===== config.mk =====
export PLATFORM = sky130hd
export DESIGN_NAME = vga_timing_gen
export DESIGN_NICKNAME = d
export VERILOG_FILES = /design/src/rtl/vga_pkg.sv /design/src/rtl/vga_axis_counter.sv /design/src/rtl/vga_timing_gen.sv
export SDC_FILE = /design/constraint.sdc
export NUM_CORES = 1
export LEC_CHECK = 0
export ABC_AREA = 1
export CAP_MARGIN = 5
export CORE_UTILIZATION = 44
export CTS_BUF_LIST = sky130_fd_sc_hd__clkbuf_16
export CTS_CLUSTER_SIZE = 14
export DETAILED_ROUTE_END_ITERATION = 16
export MAX_ROUTING_LAYER = met4
export PLACE_DENSITY_LB_ADDON = 0.15
export SYNTH_ARGS = -nofsm -noshare
export SYNTH_HDL_FRONTEND = slang
export SYNTH_SLANG_ARGS = --single-unit

===== constraint.sdc =====
create_clock -name clk -period 1.3 [get_ports clk]
set_clock_uncertainty 0.05 [all_clocks]
set_input_delay 0.195 -clock clk [delete_from_list [all_inputs] [get_ports clk]]
set_output_delay 0.195 -clock clk [all_outputs]
set_load 0.02 [all_outputs]

===== src/rtl/vga_pkg.sv =====
// Shared VGA timing types, standard mode tables, sync polarity and colour-bar constants.
package vga_pkg;

  typedef struct packed {
    int active;
    int fp;
    int sync;
    int bp;
  } axis_timing_t;

  typedef struct packed {
    axis_timing_t h;
    axis_timing_t v;
  } vga_timing_t;

  localparam vga_timing_t VGA_640X480_60  = '{h: '{640, 16, 96, 48}, v: '{480, 10, 2, 33}};
  localparam vga_timing_t SVGA_800X600_60 = '{h: '{800, 40, 128, 88}, v: '{600, 1, 4, 23}};

  localparam bit SYNC_ACTIVE_LOW  = 1'b0;
  localparam bit SYNC_ACTIVE_HIGH = 1'b1;

  // {r,g,b} on/off per bar, index 0 is the leftmost (white) bar
  localparam int NUM_BARS = 8;
  localparam logic [NUM_BARS-1:0][2:0] BAR_RGB =
    {3'b000, 3'b001, 3'b100, 3'b101, 3'b010, 3'b011, 3'b110, 3'b111};

  // One raster pipeline stage; bl is 1 for a visible pixel
  typedef struct packed {
    logic hs;
    logic vs;
    logic bl;
  } stage_t;

endpackage


===== src/rtl/vga_axis_counter.sv =====
// One raster axis: wrapping position counter with active/sync region decode and carry out.
module vga_axis_counter #(
  parameter int ACTIVE = 640,
  parameter int FP     = 16,
  parameter int SYNC   = 96,
  parameter int BP     = 48,
  parameter int CNT_W  = 11
) (
  input  logic             clk,
  input  logic             rst_n,
  input  logic             clr,
  input  logic             inc,
  output logic [CNT_W-1:0] cnt,
  output logic             active,
  output logic             sync,
  output logic             carry
);
  localparam int TOTAL = ACTIVE + FP + SYNC + BP;
  localparam logic [CNT_W-1:0] LAST    = CNT_W'(TOTAL - 1);
  localparam logic [CNT_W-1:0] ACT_END = CNT_W'(ACTIVE);
  localparam logic [CNT_W-1:0] SYNC_LO = CNT_W'(ACTIVE + FP);
  localparam logic [CNT_W-1:0] SYNC_HI = CNT_W'(ACTIVE + FP + SYNC);

  assign carry  = inc && (cnt == LAST);
  assign active = cnt < ACT_END;
  assign sync   = (cnt >= SYNC_LO) && (cnt < SYNC_HI);

  always_ff @(posedge clk or negedge rst_n)
    if (!rst_n)          cnt <= '0;
    else if (clr || carry) cnt <= '0;
    else if (inc)        cnt <= cnt + 1'b1;

endmodule


===== src/rtl/vga_timing_gen.sv =====
// VGA raster timing generator: pixel divider, H/V counters, pixel requests and latency-aligned outputs.
// Define VGA_TEST_PATTERN_EN to add the pattern_sel input and the internal 8-bar colour pattern.
module vga_timing_gen
  import vga_pkg::*;
#(
  parameter int CLK_DIV    = 2,
  parameter int H_ACTIVE   = VGA_640X480_60.h.active,
  parameter int H_FP       = VGA_640X480_60.h.fp,
  parameter int H_SYNC     = VGA_640X480_60.h.sync,
  parameter int H_BP       = VGA_640X480_60.h.bp,
  parameter int V_ACTIVE   = VGA_640X480_60.v.active,
  parameter int V_FP       = VGA_640X480_60.v.fp,
  parameter int V_SYNC     = VGA_640X480_60.v.sync,
  parameter int V_BP       = VGA_640X480_60.v.bp,
  parameter bit H_SYNC_POL = SYNC_ACTIVE_LOW,
  parameter bit V_SYNC_POL = SYNC_ACTIVE_LOW,
  parameter int COLOR_W    = 4,
  parameter int CNT_W      = 11,
  parameter int PIPE_LAT   = 2
) (
`ifdef VGA_TEST_PATTERN_EN
  input  logic                 pattern_sel,
`endif
  input  logic                 clk,
  input  logic                 rst_n,
  input  logic                 en,
  output logic                 px_req,
  output logic [CNT_W-1:0]     px_x,
  output logic [CNT_W-1:0]     px_y,
  output logic                 pix_ce,
  input  logic [3*COLOR_W-1:0] pix_rgb,
  output logic                 line_start,
  output logic                 frame_start,
  output logic                 hsync,
  output logic                 vsync,
  output logic                 blank_n,
  output logic [COLOR_W-1:0]   r,
  output logic [COLOR_W-1:0]   g,
  output logic [COLOR_W-1:0]   b
);
  localparam int DIV_W = (CLK_DIV > 1) ? $clog2(CLK_DIV) : 1;
  localparam logic [DIV_W-1:0] DIV_LAST = DIV_W'(CLK_DIV - 1);

  logic [DIV_W-1:0] div_q;
  logic [CNT_W-1:0] h_cnt, v_cnt;
  logic             h_act, h_sync, h_carry, v_act, v_sync, v_carry_unused;
  stage_t           st0;
  stage_t [PIPE_LAT:0] st_pipe;
  logic             fin_bl;
  logic [3*COLOR_W-1:0] src_rgb, rgb_q;

  always_ff @(posedge clk or negedge rst_n)
    if (!rst_n)                        div_q <= '0;
    else if (!en || div_q == DIV_LAST) div_q <= '0;
    else                               div_q <= div_q + 1'b1;

  // rst_n gates the tick so that pulses stay low while reset is held, even with CLK_DIV=1
  assign pix_ce = rst_n && en && (div_q == DIV_LAST);

  vga_axis_counter #(.ACTIVE(H_ACTIVE), .FP(H_FP), .SYNC(H_SYNC), .BP(H_BP), .CNT_W(CNT_W)) u_h (
    .clk(clk), .rst_n(rst_n), .clr(!en), .inc(pix_ce),
    .cnt(h_cnt), .active(h_act), .sync(h_sync), .carry(h_carry)
  );

  vga_axis_counter #(.ACTIVE(V_ACTIVE), .FP(V_FP), .SYNC(V_SYNC), .BP(V_BP), .CNT_W(CNT_W)) u_v (
    .clk(clk), .rst_n(rst_n), .clr(!en), .inc(h_carry),
    .cnt(v_cnt), .active(v_act), .sync(v_sync), .carry(v_carry_unused)
  );

  assign st0         = '{hs: h_sync, vs: v_sync, bl: h_act && v_act};
  assign px_req      = st0.bl;
  assign px_x        = h_cnt;
  assign px_y        = v_cnt;
  assign line_start  = pix_ce && (h_cnt == '0);
  assign frame_start = line_start && (v_cnt == '0);

`ifdef VGA_TEST_PATTERN_EN
  localparam int BAR_W = H_ACTIVE / NUM_BARS;
  logic [CNT_W-1:0] bar_idx;
  logic [3:0]       pat0, fin_pat;  // {pattern_sel, bar r/g/b on}

  assign bar_idx = h_cnt / CNT_W'(BAR_W);
  assign pat0    = {pattern_sel,
                    BAR_RGB[(bar_idx > CNT_W'(NUM_BARS - 1)) ? 3'd7 : bar_idx[2:0]]};
  assign src_rgb = fin_pat[3] ? {{COLOR_W{fin_pat[2]}}, {COLOR_W{fin_pat[1]}}, {COLOR_W{fin_pat[0]}}}
                              : pix_rgb;
`else
  assign src_rgb = pix_rgb;
`endif

  // fin_* is the request-tick view that lines up with pix_rgb at the final register edge
  if (PIPE_LAT == 0) begin : g_fin
    assign fin_bl = st0.bl;
`ifdef VGA_TEST_PATTERN_EN
    assign fin_pat = pat0;
`endif
  end else begin : g_fin
    assign fin_bl = st_pipe[PIPE_LAT-1].bl;
`ifdef VGA_TEST_PATTERN_EN
    logic [PIPE_LAT-1:0][3:0] pat_pipe;
    always_ff @(posedge clk or negedge rst_n)
      if (!rst_n)      pat_pipe <= '0;
      else if (!en)    pat_pipe <= '0;
      else if (pix_ce) begin
        for (int i = PIPE_LAT - 1; i > 0; i--) pat_pipe[i] <= pat_pipe[i-1];
        pat_pipe[0] <= pat0;
      end
    assign fin_pat = pat_pipe[PIPE_LAT-1];
`endif
  end

  always_ff @(posedge clk or negedge rst_n)
    if (!rst_n) begin
      st_pipe <= '0;
      rgb_q   <= '0;
    end else if (!en) begin
      st_pipe <= '0;
      rgb_q   <= '0;
    end else if (pix_ce) begin
      for (int i = PIPE_LAT; i > 0; i--) st_pipe[i] <= st_pipe[i-1];
      st_pipe[0] <= st0;
      rgb_q      <= fin_bl ? src_rgb : '0;
    end

  assign hsync     = st_pipe[PIPE_LAT].hs ? H_SYNC_POL : !H_SYNC_POL;
  assign vsync     = st_pipe[PIPE_LAT].vs ? V_SYNC_POL : !V_SYNC_POL;
  assign blank_n   = st_pipe[PIPE_LAT].bl;
  assign {r, g, b} = rgb_q;

endmodule

==> impl_metrics.ini, run 1 <==
[status]
status = complete, but fails checks
violations = hold timing, setup timing

[power]
combinationalPowerShare_pct = 14.9
power.internal_mw = 2.31
swShare_pct = 26.5
p_seq_share_pct = 44.7
p_leak_nw = 1.86
ir_worst_vdd_mv = 0.697
switching_power_mw = 0.836
p_clk_share_pct = 40.3
powerDensity_nw_per_um2 = 837

[routing]
dr.first_iter.drc_count = 183
vias = 2500
wl_per_cell_um = 16.0
firstDrtPassIters = 5
vias_per_cell = 5.33
routed_wl_mm = 7.52
postRouteAntennaNets = 0
drc = 0

[sta]
finalWorstSetupSlack_ns = -0.482
slew_violations = 0
fin_hold_ws_ns = -0.0235
finalCritPeriodShare_pct = 137
hold_viol = 30
tightest_slew_ns = 0.577
setup_viol = 43
rsz0062_at_grt = yes
fmax_mhz = 561
fin_crit_ns = 1.78
maxSlewHeadroom_pct = 61.5

[worst_setup_path]
r2r-end = u_v.cnt[1]
slowest_delay_ns = 0.44
cpLargestDelayFamily = simple AND/OR/NAND/NOR gates
crit_required_ns = 1.05
path_buf_inv = 2
crit_chain = nor2_1, nand2_1, inv_1, nand4_1, nor2_4, buf_6
r2r_cells = 10
crit_type = reg2out
start_kind = register
crit_path_end_kind = output port
reg2reg_from = u_h.cnt[7]
critPathSlowestCell = dfrtp_2
r2r_setup_slack_ns = -0.35
worst-path-max-fanout = 5
worst_ep_arrival_time_ns = 1.54

[final_layout]
fill_cells = 322
finalNonFillerCells = 469
nets = 420
diodes = 0
area_growth_pct = 64.5
final_cell_mix = nand2_1, buf_4, dfrtp_1
stdcell_area_um2 = 3760
final_common_cell = nand2_1
drive_gt1_share_pct = 45.0

[clock_tree]
numCtsBuffers = 5
cts_tree = done
cts.sink_count = 44
cts_root_buf = clkbuf_16
clk_pin_slew_worst_paths_ns = 0.07
clock_latency_ns = 0.29
htreeDepth = 2
clockBufferDepth = 2

[placed_design]
dpl.hpwl_mm = 4.35
place_congestion = 0.886
io_buffers = 55
place_area_um2 = 3340
dp_cells = 446
dp_slack_ns = -0.798

[synthesis]
ys_seq_area_share_pct = 48.1
synth_area_um2 = 2290
synth_seq_cells = 44
netlist_instances = 280
ys_warn_count = 0
syn_avg_cell_area_um2 = 8.17
syn_nets = 299
ys_types = 27

[job]
drv_cap = 0

[grt]
grt.overflow.total = 0
grt_pass1_vias = 2302
grt_pass1_wl_mm = 10.8
grt_antenna_before_repair = 0
track_usage_pct = 26.7
grt_max_degree = 45

[floorplanning]
core_um2 = 4850
ios = 56
row_count = 25
die-area_um2 = 5490
die_y_um = 74.1
die_x_um = 74.1
start_util_pct = 47.2

[min_path]
hold_path.class = in2async
-- power by group through the flow --
stage / logic (mW) / registers [mW] / clock network [mW]
floorplan: 0.131 / 1.46 / 0
global placement: 0.372 / 1.43 / 0
detailed placement: 0.379 / 1.43 / 0
CTS: 0.412 / 1.41 / 1.28
global route: 0.502 / 1.41 / 1.33
finish: 0.471 / 1.41 / 1.27
-- state kept, by name, summed over array words and instances, names as in the netlist --
register	flops
st_pipe	7
fin_bl	1
div_q	1
u_v.cnt	11
rgb_q	12
u_h.cnt	11
blank_n	1
-- layout make-up --
cell class,count,area [µm²],area share [%]
well taps,67,83.8,2.23
flip-flops and latches,44,1120,29.7
clock buffers,5,125,3.33
multi-input cells,186,1230,32.7
inverters,40,164,4.36
clock inverters,3,23.8,0.632
repair buffers,124,1020,27.1
-- cells by family after synthesis --
logic type / Yosys count / synth area share (%)
XOR/XNOR: 4 / 1.53
AO/OA/AOI/OAI: 33 / 10.4
adder cells (fa/ha/maj): 4 / 2.19
flip-flops: 44 / 48.1
AND/OR/NAND/NOR: 145 / 28.2
buffers and inverters: 50 / 9.57
-- routing by layer --
layer  part of all wire [%]  vias to the layer above  GRT usage (%)  routed length (µm)
li1                       -                     1165              -                   -
met1                     42                     1198           34.3                3160
met2                     50                      112           44.1                3750
met3                    5.2                       25           4.34                 394
met4                    2.8                        0           6.41                 214
met5                      0                        -              -                   0
-- per-stage QoR --
stage	total power, mW	hold WS, ns	TNS (ns)	utilization, %
6_report	3.15	-0.0235	-8.15	77.6
4_1_cts	3.09	0.0136	-4.35	73.9
3_5_place_dp	1.81	0.308	-21.37	68.9
2_1_floorplan	1.59	-0.151	-2.50	-
3_3_place_gp	1.80	0.304	-20.73	68.9
5_1_grt	3.24	0.0466	-10.35	77.6
-- cell usage after synthesis (all sizes together) --
| cell | count | area (µm²) |
|---|---|---|
| a21oi | 5 | 25.0 |
| a22o | 1 | 8.76 |
| a32o | 12 | 120 |
| buf | 9 | 62.6 |
| clkbuf | 1 | 3.75 |
| dfrtp | 44 | 1100 |
| ha | 4 | 50.1 |
| inv | 40 | 153 |
| nand2 | 69 | 267 |
| nand3 | 22 | 120 |
| nand3b | 4 | 30.0 |
| nand4 | 7 | 43.8 |
| nor2 | 32 | 128 |
| nor3 | 10 | 50.1 |
| nor4 | 1 | 6.26 |
| o21ai | 9 | 45.0 |
| o21bai | 1 | 7.51 |
| o22ai | 5 | 31.3 |
| xnor2 | 2 | 17.5 |
| xor2 | 2 | 17.5 |
-- worst max-delay path by stage --
stage                    start           to  slack (ns)  cells after the start
floorplan           u_h.cnt[1]   u_v.cnt[3]       -0.16                      9
global placement            en  frame_start       -0.79                      8
detailed placement          en  frame_start       -0.80                      8
CTS                 u_h.cnt[8]  frame_start       -0.43                      6
global route        u_v.cnt[9]  frame_start       -0.55                      6
finish              u_v.cnt[5]  frame_start       -0.48                      6
-- what timing repair did --
item / in CTS / in global routing
pin swaps: 12 / 27
buffers inserted: 9 / 9
gates cloned: 1 / 0
gates resized for setup: 173 / 47
endpoints found under the setup margin: 78 / 48
hold buffers: 0 / 0
Power figures use the tool's default switching activity.
==> run 2, diff against run 1 <==
--- a/config.mk
+++ b/config.mk
@@ -7,10 +7,12 @@
 export LEC_CHECK = 0
 export ABC_AREA = 1
 export CAP_MARGIN = 5
+export CORE_ASPECT_RATIO = 1.75
 export CORE_UTILIZATION = 44
 export CTS_BUF_LIST = sky130_fd_sc_hd__clkbuf_16
 export CTS_CLUSTER_SIZE = 14
 export DETAILED_ROUTE_END_ITERATION = 16
+export HOLD_SLACK_MARGIN = 0.06
 export MAX_ROUTING_LAYER = met4
 export PLACE_DENSITY_LB_ADDON = 0.15
 export SYNTH_ARGS = -nofsm -noshare
==> run 2 against run 1 <==
Against the previous run: the flow finishes with violations (setup timing); total power shrank 0.44%; cell count shrank 1.5%; die area is 0.20% higher; setup slack better by 0.061 ns; cell area grew 3.3%; first-iteration DRC count shrank 46%; clock-buffer cell count stayed put; sequential share of layout area is 0.94 points lower; non-clock buffer count up 5; via count grew 0.68%; clock power barely moved; critical endpoint unchanged; highest routed layer unchanged.
==> impl_metrics.ini, run 2 (synthesized netlist as in run 1, its figures left out) <==
[status]
status = complete, but fails checks
violations = setup timing

[sta]
setup_viol = 34
fin_crit_ns = 1.72
slew_violations = 0
fin_hold_ws_ns = 0.402
hold_viol = 0
rsz0062_at_grt = yes
tightest_slew_ns = 0.565
finalCritPeriodShare_pct = 132
finalWorstSetupSlack_ns = -0.421
fmax_mhz = 581
maxSlewHeadroom_pct = 62.3

[floorplanning]
start_util_pct = 46.0
die_x_um = 56.5
die-area_um2 = 5500
ios = 56
row_count = 34
die_y_um = 97.4
core_um2 = 4980

[power]
p_clk_share_pct = 39.6
swShare_pct = 26.2
powerDensity_nw_per_um2 = 807
p_seq_share_pct = 44.9
switching_power_mw = 0.820
power.internal_mw = 2.32
ir_worst_vdd_mv = 0.904
p_leak_nw = 1.92
combinationalPowerShare_pct = 15.5

[worst_setup_path]
crit_path_end_kind = output port
start_kind = register
crit_type = reg2out
crit_chain = nor2_4, nand2_2, nor4_4, nand2_2, nor2_4, buf_6
crit_required_ns = 1.05
critPathSlowestCell = dfrtp_2
slowest_delay_ns = 0.42
path_buf_inv = 1
worst-path-max-fanout = 2
worst_ep_arrival_time_ns = 1.48
cpLargestDelayFamily = simple AND/OR/NAND/NOR gates

[grt]
grt_antenna_before_repair = 0
track_usage_pct = 28.4
grt_max_degree = 45
grt_pass1_vias = 2468
grt.overflow.total = 0
grt_pass1_wl_mm = 11.7

[final_layout]
final_cell_mix = nand2_1, buf_4, dfrtp_1
largest_reg_flops = 12
fill_cells = 345
largest-register = rgb_q
nets = 426
area_growth_pct = 69.9
diodes = 0
final_common_cell = nand2_1
drive_gt1_share_pct = 46.8
top_regs = rgb_q: 12 flops, u_h.cnt: 11 flops, u_v.cnt: 11 flops

[placed_design]
io_buffers = 55
place_congestion = 0.903
dpl.hpwl_mm = 4.73
dp_slack_ns = -0.784

[routing]
wl_per_cell_um = 16.8
drc = 0
vias_per_cell = 5.45
vias = 2517
routed_wl_mm = 7.74
firstDrtPassIters = 5
dr.first_iter.drc_count = 99
postRouteAntennaNets = 0

[clock_tree]
clockBufferDepth = 2
htreeDepth = 2
cts_tree = done
cts.sink_count = 44
clock_latency_ns = 0.29
clk_pin_slew_worst_paths_ns = 0.06
numCtsBuffers = 5
cts_root_buf = clkbuf_16

[min_path]
hold_path.class = in2reg

[job]
drv_cap = 0
run 2: cell types whose count changed in the layout (fill, tap and decap cells not counted), moves of 6 or more:
cell	change
buf_6	+9
buf_2	-6
nor2_1	-8
nor2_2	+7
run 2: final timing paths:
kind / startpoint / end / slack [ns] / cells past startpoint
max in group asynchronous: rst_n / u_v.cnt[8] / 0.24 / 3
min in group asynchronous: rst_n / rgb_q[7] / 0.53 / 3
hold reg to reg: rgb_q[6] / rgb_q[6] / 0.43 / 1
setup reg to reg: u_h.cnt[1] / u_v.cnt[6] / -0.32 / 9
hold / removal: en / div_q / 0.40 / 4
setup / recovery: u_h.cnt[8] / frame_start / -0.42 / 6
run 2: stage by stage:
| step | instances | instance area (µm²) | utilization [%] | TNS (ns) | power [mW] |
|---|---|---|---|---|---|
| 5_1_grt | 462 | 3880 | 78.1 | -8.74 | 3.24 |
| 6_report | 462 | 3880 | 78.1 | -6.81 | 3.14 |
| 3_3_place_gp | 440 | 3360 | 67.5 | -18.95 | 1.81 |
| 4_1_cts | 460 | 3740 | 75.2 | -7.01 | 3.09 |
| 2_1_floorplan | 280 | 2350 | - | -2.50 | 1.59 |
| 3_5_place_dp | 440 | 3360 | 67.5 | -19.40 | 1.81 |
run 2: per-layer routing:
layer  wire length (µm)  GRT usage (%)
met5                  0              -
met4                487           14.4
met3                354           4.26
met2               4260           51.5
met1               2640           28.4
run 2: power by group through the flow:
stage               combinational [mW]  sequential (mW)  clock [mW]
floorplan                        0.131             1.46           0
global placement                 0.381             1.43           0
detailed placement               0.383             1.43           0
CTS                              0.439             1.41        1.25
global route                     0.515             1.41        1.32
finish                           0.485             1.41        1.24
run 2: layout make-up:
| type | count | area (µm²) | share of cell area [%] |
|---|---|---|---|
| clock buffer | 5 | 125 | 3.22 |
| clock inverter | 3 | 18.8 | 0.483 |
| inverter | 40 | 160 | 4.12 |
| multi-input combinational | 186 | 1270 | 32.6 |
| sequential | 44 | 1120 | 28.8 |
| tap | 54 | 67.6 | 1.74 |
| timing repair buffer | 129 | 1120 | 28.8 |
| timing repair inverter | 1 | 11.3 | 0.290 |
run 2: timing repair:
action | in CTS | in global routing
endpoints found under the hold margin | 44 | 0
pin swaps | 15 | 32
gates cloned | 1 | 1
setup endpoints to repair | 63 | 36
setup buffers | 12 | 2
hold buffers | 1 | 0
resized for setup | 201 | 41
run 2: tightest hold or removal path: stages:
cell,delay (ns)
dlygate4sd2_1,0.26
inv_2,0.08
buf_4,0.12
nor2_1,0.04
